`config.mk`:
```
export PLATFORM = sky130hd
export DESIGN_NAME = ps2_host_ctrl
export DESIGN_NICKNAME = d
export VERILOG_FILES = /design/src/rtl/ps2_pkg.sv /design/src/rtl/ps2_frame_rx.sv /design/src/rtl/ps2_host_ctrl.sv
export SDC_FILE = /design/constraint.sdc
export NUM_CORES = 1
export LEC_CHECK = 0
export ABC_AREA = 1
export CAP_MARGIN = 20
export CORE_MARGIN = 3
export CORE_UTILIZATION = 52
export CTS_CLUSTER_DIAMETER = 200
export DETAILED_ROUTE_END_ITERATION = 10
export GPL_TIMING_DRIVEN = 1
export HOLD_SLACK_MARGIN = 0.1
export MAX_ROUTING_LAYER = met4
export PLACE_DENSITY = 0.77
export SETUP_SLACK_MARGIN = 0.2
export SLEW_MARGIN = 5
export SYNTH_ARGS = -nofsm -noshare
export SYNTH_HDL_FRONTEND = slang
export SYNTH_SLANG_ARGS = --single-unit
```
`constraint.sdc`:
```
create_clock -name clk -period 2.2 [get_ports clk]
set_clock_uncertainty 0.15 [all_clocks]
set_input_delay 0.33 -clock clk [delete_from_list [all_inputs] [get_ports clk]]
set_output_delay 0.33 -clock clk [all_outputs]
set_load 0.05 [all_outputs]
```
`src/rtl/ps2_pkg.sv`:
```
// ps2_pkg: shared PS/2 command/response codes, error codes, FSM states and frame helper
package ps2_pkg;
  localparam logic [7:0] CMD_SET_LEDS = 8'hED;
  localparam logic [7:0] CMD_RESET    = 8'hFF;
  localparam logic [7:0] CMD_ENABLE   = 8'hF4;
  localparam logic [7:0] RSP_ACK      = 8'hFA;
  localparam logic [7:0] RSP_RESEND   = 8'hFE;
  localparam logic [7:0] RSP_ERR      = 8'hFC;
  localparam logic [1:0] ERR_NONE     = 2'd0;
  localparam logic [1:0] ERR_TIMEOUT  = 2'd1;
  localparam logic [1:0] ERR_RETRY    = 2'd2;
  localparam logic [1:0] ERR_FRAME    = 2'd3;
  typedef enum logic [2:0] {IDLE, INHIBIT, RELEASE, TX, TX_ACK, RX_RESP, CHECK} state_e;
  function automatic logic [9:0] tx_frame(input logic [7:0] b);
    return {1'b1, ~^b, b};
  endfunction
endpackage

```
`src/rtl/ps2_frame_rx.sv`:
```
// ps2_frame_rx: synchronize PS/2 pins, detect clock falls, shift and validate 11-bit frames
module ps2_frame_rx (
  input  logic       clk,
  input  logic       rst,
  input  logic       ps2clk_i,
  input  logic       ps2data_i,
  input  logic       en,
  input  logic       clr,
  output logic       fall,
  output logic       data_s,
  output logic       done,
  output logic [7:0] rx_byte,
  output logic       good,
  output logic       idle
);
  logic [1:0] csync_q, csync_d, dsync_q, dsync_d;
  logic cprev_q, cprev_d, done_q, done_d;
  logic [10:0] sr_q, sr_d;
  logic [3:0] cnt_q, cnt_d;
  assign fall = cprev_q & ~csync_q[1];
  assign data_s = dsync_q[1];
  assign done = done_q;
  assign rx_byte = sr_q[8:1];
  assign good = ~sr_q[0] & sr_q[10] & ^sr_q[9:1];
  assign idle = cnt_q == 4'd0;
  // Synchronize pins and shift one bit per fall; a clear beats an edge in the same cycle
  always_comb begin
    csync_d = {csync_q[0], ps2clk_i};
    dsync_d = {dsync_q[0], ps2data_i};
    cprev_d = csync_q[1];
    sr_d = sr_q;
    cnt_d = cnt_q;
    done_d = 1'b0;
    if (clr) cnt_d = 4'd0;
    else if (en && fall) begin
      sr_d = {dsync_q[1], sr_q[10:1]};
      cnt_d = cnt_q == 4'd10 ? 4'd0 : cnt_q + 4'd1;
      done_d = cnt_q == 4'd10;
    end
  end
  // Registers; synchronizers reset to the idle-high line level so reset makes no false edge
  always_ff @(posedge clk) begin
    if (rst) begin
      csync_q <= 2'b11;
      dsync_q <= 2'b11;
      cprev_q <= 1'b1;
      sr_q <= '0;
      cnt_q <= '0;
      done_q <= 1'b0;
    end else begin
      csync_q <= csync_d;
      dsync_q <= dsync_d;
      cprev_q <= cprev_d;
      sr_q <= sr_d;
      cnt_q <= cnt_d;
      done_q <= done_d;
    end
  end
endmodule

```
`src/rtl/ps2_host_ctrl.sv`:
```
// ps2_host_ctrl: PS/2 host command sequencer with response check and unsolicited byte pass-through
module ps2_host_ctrl import ps2_pkg::*; #(
  parameter int INHIBIT_CYC = 5000,
  parameter int TIMEOUT_CYC = 1000000,
  parameter int MAX_RETRY   = 3
) (
  input  logic       clk,
  input  logic       rst,
  input  logic       ps2clk_i,
  input  logic       ps2data_i,
  output logic       ps2clk_oe,
  output logic       ps2data_oe,
  input  logic       cmd_valid,
  output logic       cmd_ready,
  input  logic [7:0] cmd_byte,
  input  logic       cmd_arg_en,
  input  logic [7:0] cmd_arg,
  output logic       busy,
  output logic       done,
  output logic       err,
  output logic [1:0] err_code,
  output logic       rx_valid,
  output logic [7:0] rx_byte
);
  localparam int TW = $clog2((TIMEOUT_CYC > INHIBIT_CYC ? TIMEOUT_CYC : INHIBIT_CYC) + 1);
  localparam int RW = $clog2(MAX_RETRY + 2);
  state_e state_q, state_d;
  logic [TW-1:0] tmo_q, tmo_d;
  logic [RW-1:0] retry_q, retry_d;
  logic [3:0] idx_q, idx_d;
  logic [7:0] cmd_q, cmd_d, arg_q, arg_d, rx_byte_q, rx_byte_d, fr_byte;
  logic [1:0] err_code_q, err_code_d, fail_code;
  logic sel_q, sel_d, arg_en_q, arg_en_d, data_oe_q, data_oe_d;
  logic done_q, done_d, err_q, err_d, rx_valid_q, rx_valid_d;
  logic fall, data_s, fr_done, fr_good, fr_idle, accept, active, resend, fail, rx_clr;
  logic [9:0] tx_bits;
  assign cmd_ready = state_q == IDLE && fr_idle;
  assign accept = cmd_valid && cmd_ready;
  assign busy = state_q != IDLE;
  assign active = state_q inside {RELEASE, TX, TX_ACK, RX_RESP};
  assign tx_bits = tx_frame(sel_q ? arg_q : cmd_q);
  assign rx_clr = accept || (state_q != IDLE && state_d == IDLE);
  assign ps2clk_oe = state_q == INHIBIT;
  assign ps2data_oe = data_oe_q;
  assign done = done_q;
  assign err = err_q;
  assign err_code = err_code_q;
  assign rx_valid = rx_valid_q;
  assign rx_byte = rx_byte_q;
  ps2_frame_rx u_rx (
    .clk(clk), .rst(rst), .ps2clk_i(ps2clk_i), .ps2data_i(ps2data_i),
    .en(state_q == IDLE || state_q == RX_RESP), .clr(rx_clr),
    .fall(fall), .data_s(data_s), .done(fr_done), .rx_byte(fr_byte), .good(fr_good), .idle(fr_idle)
  );
  // Command FSM: next state, line drive, retry/timeout accounting and result pulses
  always_comb begin
    state_d = state_q;
    idx_d = idx_q;
    sel_d = sel_q;
    retry_d = retry_q;
    data_oe_d = data_oe_q;
    cmd_d = cmd_q;
    arg_d = arg_q;
    arg_en_d = arg_en_q;
    done_d = 1'b0;
    err_d = 1'b0;
    err_code_d = ERR_NONE;
    rx_valid_d = state_q == IDLE && fr_done && fr_good;
    rx_byte_d = rx_valid_d ? fr_byte : rx_byte_q;
    resend = 1'b0;
    fail = 1'b0;
    fail_code = ERR_NONE;
    case (state_q)
      IDLE: if (accept) begin
        cmd_d = cmd_byte;
        arg_d = cmd_arg;
        arg_en_d = cmd_arg_en;
        sel_d = 1'b0;
        retry_d = '0;
        state_d = INHIBIT;
      end
      INHIBIT: if (tmo_q == TW'(INHIBIT_CYC - 1)) begin
        data_oe_d = 1'b1;
        idx_d = 4'd0;
        state_d = RELEASE;
      end
      RELEASE: state_d = TX;
      TX: if (fall) begin
        data_oe_d = ~tx_bits[idx_q];
        idx_d = idx_q + 4'd1;
        state_d = idx_q == 4'd9 ? TX_ACK : TX;
      end
      TX_ACK: if (fall) begin
        resend = data_s;
        state_d = RX_RESP;
      end
      RX_RESP: if (fr_done) state_d = CHECK;
      CHECK: begin
        if (!fr_good) begin
          fail = 1'b1;
          fail_code = ERR_FRAME;
        end else if (fr_byte == RSP_ACK) begin
          if (!sel_q && arg_en_q) begin
            sel_d = 1'b1;
            retry_d = '0;
            state_d = INHIBIT;
          end else begin
            done_d = 1'b1;
            state_d = IDLE;
          end
        end else if (fr_byte == RSP_RESEND) resend = 1'b1;
        else begin
          fail = 1'b1;
          fail_code = fr_byte == RSP_ERR ? ERR_RETRY : ERR_FRAME;
        end
      end
      default: state_d = IDLE;
    endcase
    if (resend) begin
      retry_d = retry_q + RW'(1);
      state_d = INHIBIT;
      if (retry_q >= RW'(MAX_RETRY)) begin
        fail = 1'b1;
        fail_code = ERR_RETRY;
      end
    end
    if (active && !fall && tmo_q == TW'(TIMEOUT_CYC - 1)) begin
      fail = 1'b1;
      fail_code = ERR_TIMEOUT;
    end
    if (fail) begin
      err_d = 1'b1;
      err_code_d = fail_code;
      state_d = IDLE;
    end
    if (state_d == IDLE) data_oe_d = 1'b0;
    tmo_d = (state_d != state_q || (active && fall)) ? '0 : tmo_q + TW'(1);
  end
  // State and output registers
  always_ff @(posedge clk) begin
    if (rst) begin
      state_q <= IDLE;
      tmo_q <= '0;
      retry_q <= '0;
      idx_q <= '0;
      sel_q <= 1'b0;
      cmd_q <= '0;
      arg_q <= '0;
      arg_en_q <= 1'b0;
      data_oe_q <= 1'b0;
      done_q <= 1'b0;
      err_q <= 1'b0;
      err_code_q <= ERR_NONE;
      rx_valid_q <= 1'b0;
      rx_byte_q <= '0;
    end else begin
      state_q <= state_d;
      tmo_q <= tmo_d;
      retry_q <= retry_d;
      idx_q <= idx_d;
      sel_q <= sel_d;
      cmd_q <= cmd_d;
      arg_q <= arg_d;
      arg_en_q <= arg_en_d;
      data_oe_q <= data_oe_d;
      done_q <= done_d;
      err_q <= err_d;
      err_code_q <= err_code_d;
      rx_valid_q <= rx_valid_d;
      rx_byte_q <= rx_byte_d;
    end
  end
endmodule

```
# After elaboration in Yosys (flattened, before gate mapping)
# Index checks and enable logic that the tools add are counted.
# classes
n_eq_ne,24
bitwise,12
n_addsub,4
muxes,55
n_reduce_logical,37
magnitude_cmp,2
# ops
cell,n
2-to-1 mux 3 bit,15
"== test 8 bit, second input constant",3
2-to-1 mux 1 bit,23
one-hot mux 3 bit (7 select lines),1
"adder 20 x 1 -> 20 bit, second input constant",1
"== test 20 x 13 -> 1 bit, second input constant",1
"== test 20 bit, second input constant",1
2-to-1 mux 2 bit,6
2-to-1 mux 4 bit,3
"inequality test 3 bit, second input constant",4
logical AND 1 bit,10
"inequality test 2 bit, second input constant",5
AND reduction 5 bit,2
"== test 3 bit, second input constant",3
inverter 1 bit,9
parity 9 bit,1
"adder 4 x 1 -> 4 bit, second input constant",2
"== test 4 bit, second input constant",2
2-to-1 mux 8 bit,1
one-hot mux 4 bit (2 select lines),1
OR reduction 2 bit,4
XNOR reduction 8 bit,1
"== test 3 x 2 -> 1 bit, second input constant",2
logical NOT 3 bit,2
other kinds (20),31
# totals
ff_bits,83
input_bits,22
elab_cells,155

# Logic depth before layout (Yosys ltp)
# logic_depth
word_depth,14
depth_mapped,21
mapped_depth_nobuf,20

# Cells and area by module
# Synthesis repeated with hierarchy kept, for this count alone.
# unflattened
hier_cells,613
hier_area_um2,4347.9
# modules_own_cells
mod,area_per_inst_um2,n_inst,cells_per_inst,seq_area_each_um2
ps2_host_ctrl,3330.7,1,483,1241.2
ps2_frame_rx,1017.2,1,130,420.4

# Least setup slack after synthesis
# OpenSTA, ideal clock, no wires.
# synth_path
path_type,reg-to-reg
from,register state_q[0]
to,register tmo_q[1]
n_path_buf,1
t_arrival_ps,2274
slack_ps,-297
stages_incl_launch_ff,14
t_required_ps,1977
path_cell_list,dfxtp_1 > inv_2 > nor3_2 > inv_2 > nor2_1 > nor2_1 > a21oi_2 > inv_2 > nor2_1 > inv_1 > nand2_1 > nand3_2 > buf_6 > nor3_2
# synth_between
elab_cells_between_ends,31
cone_classes,7 x eq/ne; 15 x mux; 9 x reduce/logical
# synth_lines
item,line_no,source
"start, declared",ps2_host_ctrl.sv:27,"state_e state_q, state_d;"
"start signal, assigned",ps2_host_ctrl.sv:157,state_q <= state_d;
== test 3 x 1 -> 1 bit,-,
named net ps2clk_oe,ps2_host_ctrl.sv:11,"output logic ps2clk_oe,"
one-hot mux 3 bit (7 select lines),ps2_host_ctrl.sv:73,case (state_q)
2-to-1 mux 3 bit,ps2_host_ctrl.sv:119,if (resend) begin
2-to-1 mux 3 bit,ps2_host_ctrl.sv:131,if (fail) begin
inequality test 3 bit,ps2_host_ctrl.sv:137,tmo_d = (state_d != state_q || (active && fall)) ? '0 : tmo_q + TW'(1);
logical OR 1 bit,ps2_host_ctrl.sv:137,
OR reduction 2 bit (no line),-,
"end signal, assigned",ps2_host_ctrl.sv:158,tmo_q <= tmo_d;
"end, declared",ps2_host_ctrl.sv:28,"logic [TW-1:0] tmo_q, tmo_d;"
# The timed path passes the listed nets, and every way through them passes these cells.
# A chain may end at the register's enable or synchronous reset.

# Worst setup path after layout
# layout_path
from,register u_rx.sr_q[2]
to,register tmo_q[12]
# layout_between
elab_chain_len,12
elab_cells_between_ends,23
cone_classes,3 x eq/ne; 16 x mux; 1 x bitwise; 3 x reduce/logical
# layout_rtl
item,line_no,source
"start, declared",ps2_frame_rx.sv:18,"logic [10:0] sr_q, sr_d;"
"start signal, assigned",ps2_frame_rx.sv:54,sr_q <= sr_d;
== test 8 bit,ps2_host_ctrl.sv:111,end else if (fr_byte == RSP_RESEND) resend = 1'b1;
2-to-1 mux 1 bit,ps2_host_ctrl.sv:111,
2-to-1 mux 1 bit,ps2_host_ctrl.sv:102,end else if (fr_byte == RSP_ACK) begin
2-to-1 mux 1 bit,ps2_host_ctrl.sv:99,if (!fr_good) begin
2-to-1 mux 1 bit,ps2_host_ctrl.sv:73,
2-to-1 mux 1 bit,ps2_host_ctrl.sv:122,if (retry_q >= RW'(MAX_RETRY)) begin
2-to-1 mux 1 bit,ps2_host_ctrl.sv:119,
2-to-1 mux 1 bit,ps2_host_ctrl.sv:127,if (active && !fall && tmo_q == TW'(TIMEOUT_CYC - 1)) begin
2-to-1 mux 3 bit (*),ps2_host_ctrl.sv:131,
inequality test 3 bit (*),ps2_host_ctrl.sv:137,
logical OR 1 bit (*),ps2_host_ctrl.sv:137,
OR reduction 2 bit (no line) (*),-,
# Mark *: on every way between the ends. The rest lies on a longest branch, timed or not.

==> results by group <==
Layout
  • Ant. Diodes: 0
  • Post-Layout Cell Count: 806
  • Share of cells above drive strength 1: 34.7%
  • Nets: 733
  • Commonest non-fill, non-tap cell in the layout: dfxtp_1
  • Most frequent cells in the layout: dfxtp_1, inv_1, nor2_1, buf_4, nand2_1
  • Finished Cell Area: 6080 um2
  • Syn-to-layout area delta: 40.3%

Drt
  • Via count: 4483
  • WL per Instance: 16.5 um
  • WL final: 13300 um
  • TritonRoute pass-1 iters: 7
  • Via density: 5.56
  • Residual DRC: 0
  • Antenna viol nets, final: 0
  • Initial DRC count: 368

Setup path
  • Slowest stage cell, crit path: dfxtp_2
  • Buf+Inv Stages, Crit Path: 3
  • Arrival @ worst endpoint: 3.01 ns
  • CP top delay family: simple AND/OR/NAND/NOR gates
  • CP Cell Sequence: inv_2 > ha_4 > xor2_2 > nand3_2 > nand2_2 > nand2_4 > o21ai_2 > nand2_2 > nor2_4 > buf_6 > nand2_4 > nand2_1 > o211ai_1 > buf_12 > nor3_4
  • Crit path kind: flop to flop
  • Delay of the slowest critical-path stage: 0.36 ns
  • Setup crit end kind: flop
  • Crit path max fanout: 20
  • CP Data Required Time: 2.34 ns
  • Startpoint types: flop

GRT
  • Initial antenna violation count: 0
  • Global-route wire length before repair: 18600 um
  • Via count of the first global-routing pass: 4071
  • Global Route Usage Sum: 24.4%
  • Total grt overflow: 0
  • Largest net degree at the start of global routing: 42

Power
  • Net switching power: 934 uW
  • Worst VDD drop: 0.343 mV
  • Leakage: 0.00263 uW
  • Int Power: 2350 uW
  • Sw frac: 28.4%
  • Power Density: 541 nW/um2
  • Seq pwr share: 48.1%
  • Clock share of power: 32.3%
  • Combinational fraction of design power: 19.6%

Synthesis
  • Syn. warnings: 0
  • Seq cells post-synth: 83
  • Net Count, Synth: 620
  • Top_reg_cell synth: dfxtp_1
  • Cell area after synthesis: 4330 um2
  • Sequential-to-total area share from yosys stat: 38.3%
  • Post-synth EDFFs: 0
  • Post-synth ARST share: 0%
  • Mapped Cells: 587
  • Syn Area/Cell: 7.38 um2
  • Distinct cells, synth: 40

Clock network
  • Skew-Pair Late Insertion Delay: 0.36 ns
  • Root buffer cell: clkbuf_8
  • CTS buffer count: 9
  • H-tree depth: 3
  • CTS Sinks: 83
  • CTS clock-pin slew for the worst setup and hold paths: 0.09 ns
  • CTS tree: done
  • Max Root-Sink Buffers: 2

Placed design
  • Placed insts: 773
  • PortBufs: 38
  • DP Wirelength: 7530 um
  • Final GP Congestion: 0.839
  • Placed Area: 5390 um2

STA
  • RSZ-0062 raised after global routing: true
  • Min Tclk post-route: 2.87 ns
  • Finish-stage setup viols: 47
  • Final Hold Fails: 0
  • Final worst slack: -0.671 ns
  • Hold slack: 0.267 ns
  • Max Fclk: 348 MHz
  • Period utilization: 130%
  • Measured slew at the worst slew-check pin: 0.519 ns
  • Max-slew violation count: 0
  • Relative slew slack: 65.4%

Floorplan
  • Initial core utilization: 54.9%
  • Top-Level Pins: 39
  • Chip Width: 97.3 um
  • Die Ht: 97.3 um
  • FP Rows: 32
  • Placeable Area: 7890 um2
  • Die area: 9470 um2

Status
  • Status: finished with violations
  • Failing checks: setup timing

Flow run
  • Max Cap Violations: 0

Hold path
  • Worst min path class: flop to flop
-- state kept, by name, summed over array words and instances, names as in the netlist, 2 cells and up --
register / flops
arg_q: 8
cmd_q: 8
err_code: 2
idx_q: 4
retry_q: 3
rx_byte: 8
state_q: 3
tmo_q: 20
u_rx.cnt_q: 4
u_rx.csync_q: 2
u_rx.dsync_q: 2
u_rx.sr_q: 11
-- cells by family after synthesis --
kind of cell	after synthesis	share of synthesized area, %
adders and majority gates	11	3.18
DFF	83	38.3
AOI/OAI and AO/OA	91	11.4
xor gates and xnor gates	23	4.65
buffers and inverters	121	11.4
and+or+nand+nor	258	31.1
-- final timing paths --
check	startpoint	to	slack [ns]	cells after the start
max reg2reg	u_rx.sr_q[2]	tmo_q[12]	-0.67	15
min reg2reg	u_rx.csync_q[0]	u_rx.csync_q[1]	0.27	1
max	u_rx.sr_q[2]	tmo_q[12]	-0.67	15
min	u_rx.csync_q[0]	u_rx.csync_q[1]	0.27	1
-- area by class of cell --
| class | instances | area (um2) |
|---|---|---|
| multi-input combinational | 383 | 2500 |
| timing repair buffer | 121 | 1210 |
| fill | 490 | 1810 |
| sequential | 83 | 1670 |
| clock buffer | 9 | 124 |
| tap | 102 | 128 |
| inverter | 102 | 389 |
| clock inverter | 6 | 57.6 |
-- power groups by stage --
| stage | Sequential (uW) | Clock (uW) | Combinational [uW] |
|---|---|---|---|
| after floorplan | 1610 | 0 | 330 |
| after global placement | 1610 | 0 | 481 |
| after detailed placement | 1610 | 0 | 496 |
| after CTS | 1580 | 1060 | 567 |
| after global routing | 1590 | 1130 | 687 |
| final | 1580 | 1060 | 645 |
-- Yosys cell counts (all sizes together), types with 4 or more instances --
cell | number | area (um2)
inv | 98 | 368
nand2 | 91 | 367
dfxtp | 83 | 1660
nor2 | 77 | 307
o21ai | 51 | 267
nor3 | 36 | 322
a21oi | 32 | 164
nand3 | 25 | 165
nand4 | 19 | 119
xor2 | 16 | 140
clkbuf | 12 | 45.0
ha | 11 | 138
buf | 7 | 65.1
xnor2 | 7 | 61.3
or2 | 5 | 31.3
clkinv | 4 | 16.3
-- stage by stage --
step / setup TNS [ns] / setup WS (ns) / util, % / total power, uW
3_5_place_dp: -10.48 / -0.348 / 68.3 / 2110
2_1_floorplan: -3.53 / -0.133 / - / 1940
5_1_grt: -26.92 / -0.717 / 77.1 / 3400
6_report: -23.76 / -0.671 / 77.1 / 3290
4_1_cts: -7.32 / -0.248 / 73.3 / 3210
3_3_place_gp: -6.14 / -0.208 / 68.3 / 2090
-- layer usage --
layer / GRT usage (%) / part of all wire (%) / vias to the layer above
li1: - / - / 2099
met1: 29.4 / 38 / 2076
met2: 40.6 / 49 / 242
met3: 3.88 / 7.3 / 66
met4: 10.3 / 5.1 / 0
met5: - / 0 / -
-- timing repair --
item,CTS,global route
hold buffers,0,0
gates cloned,3,1
pin swaps,9,18
buffers inserted,4,10
resized for setup,32,61
setup endpoints to repair,48,76
(Power assumes the default switching activity.)
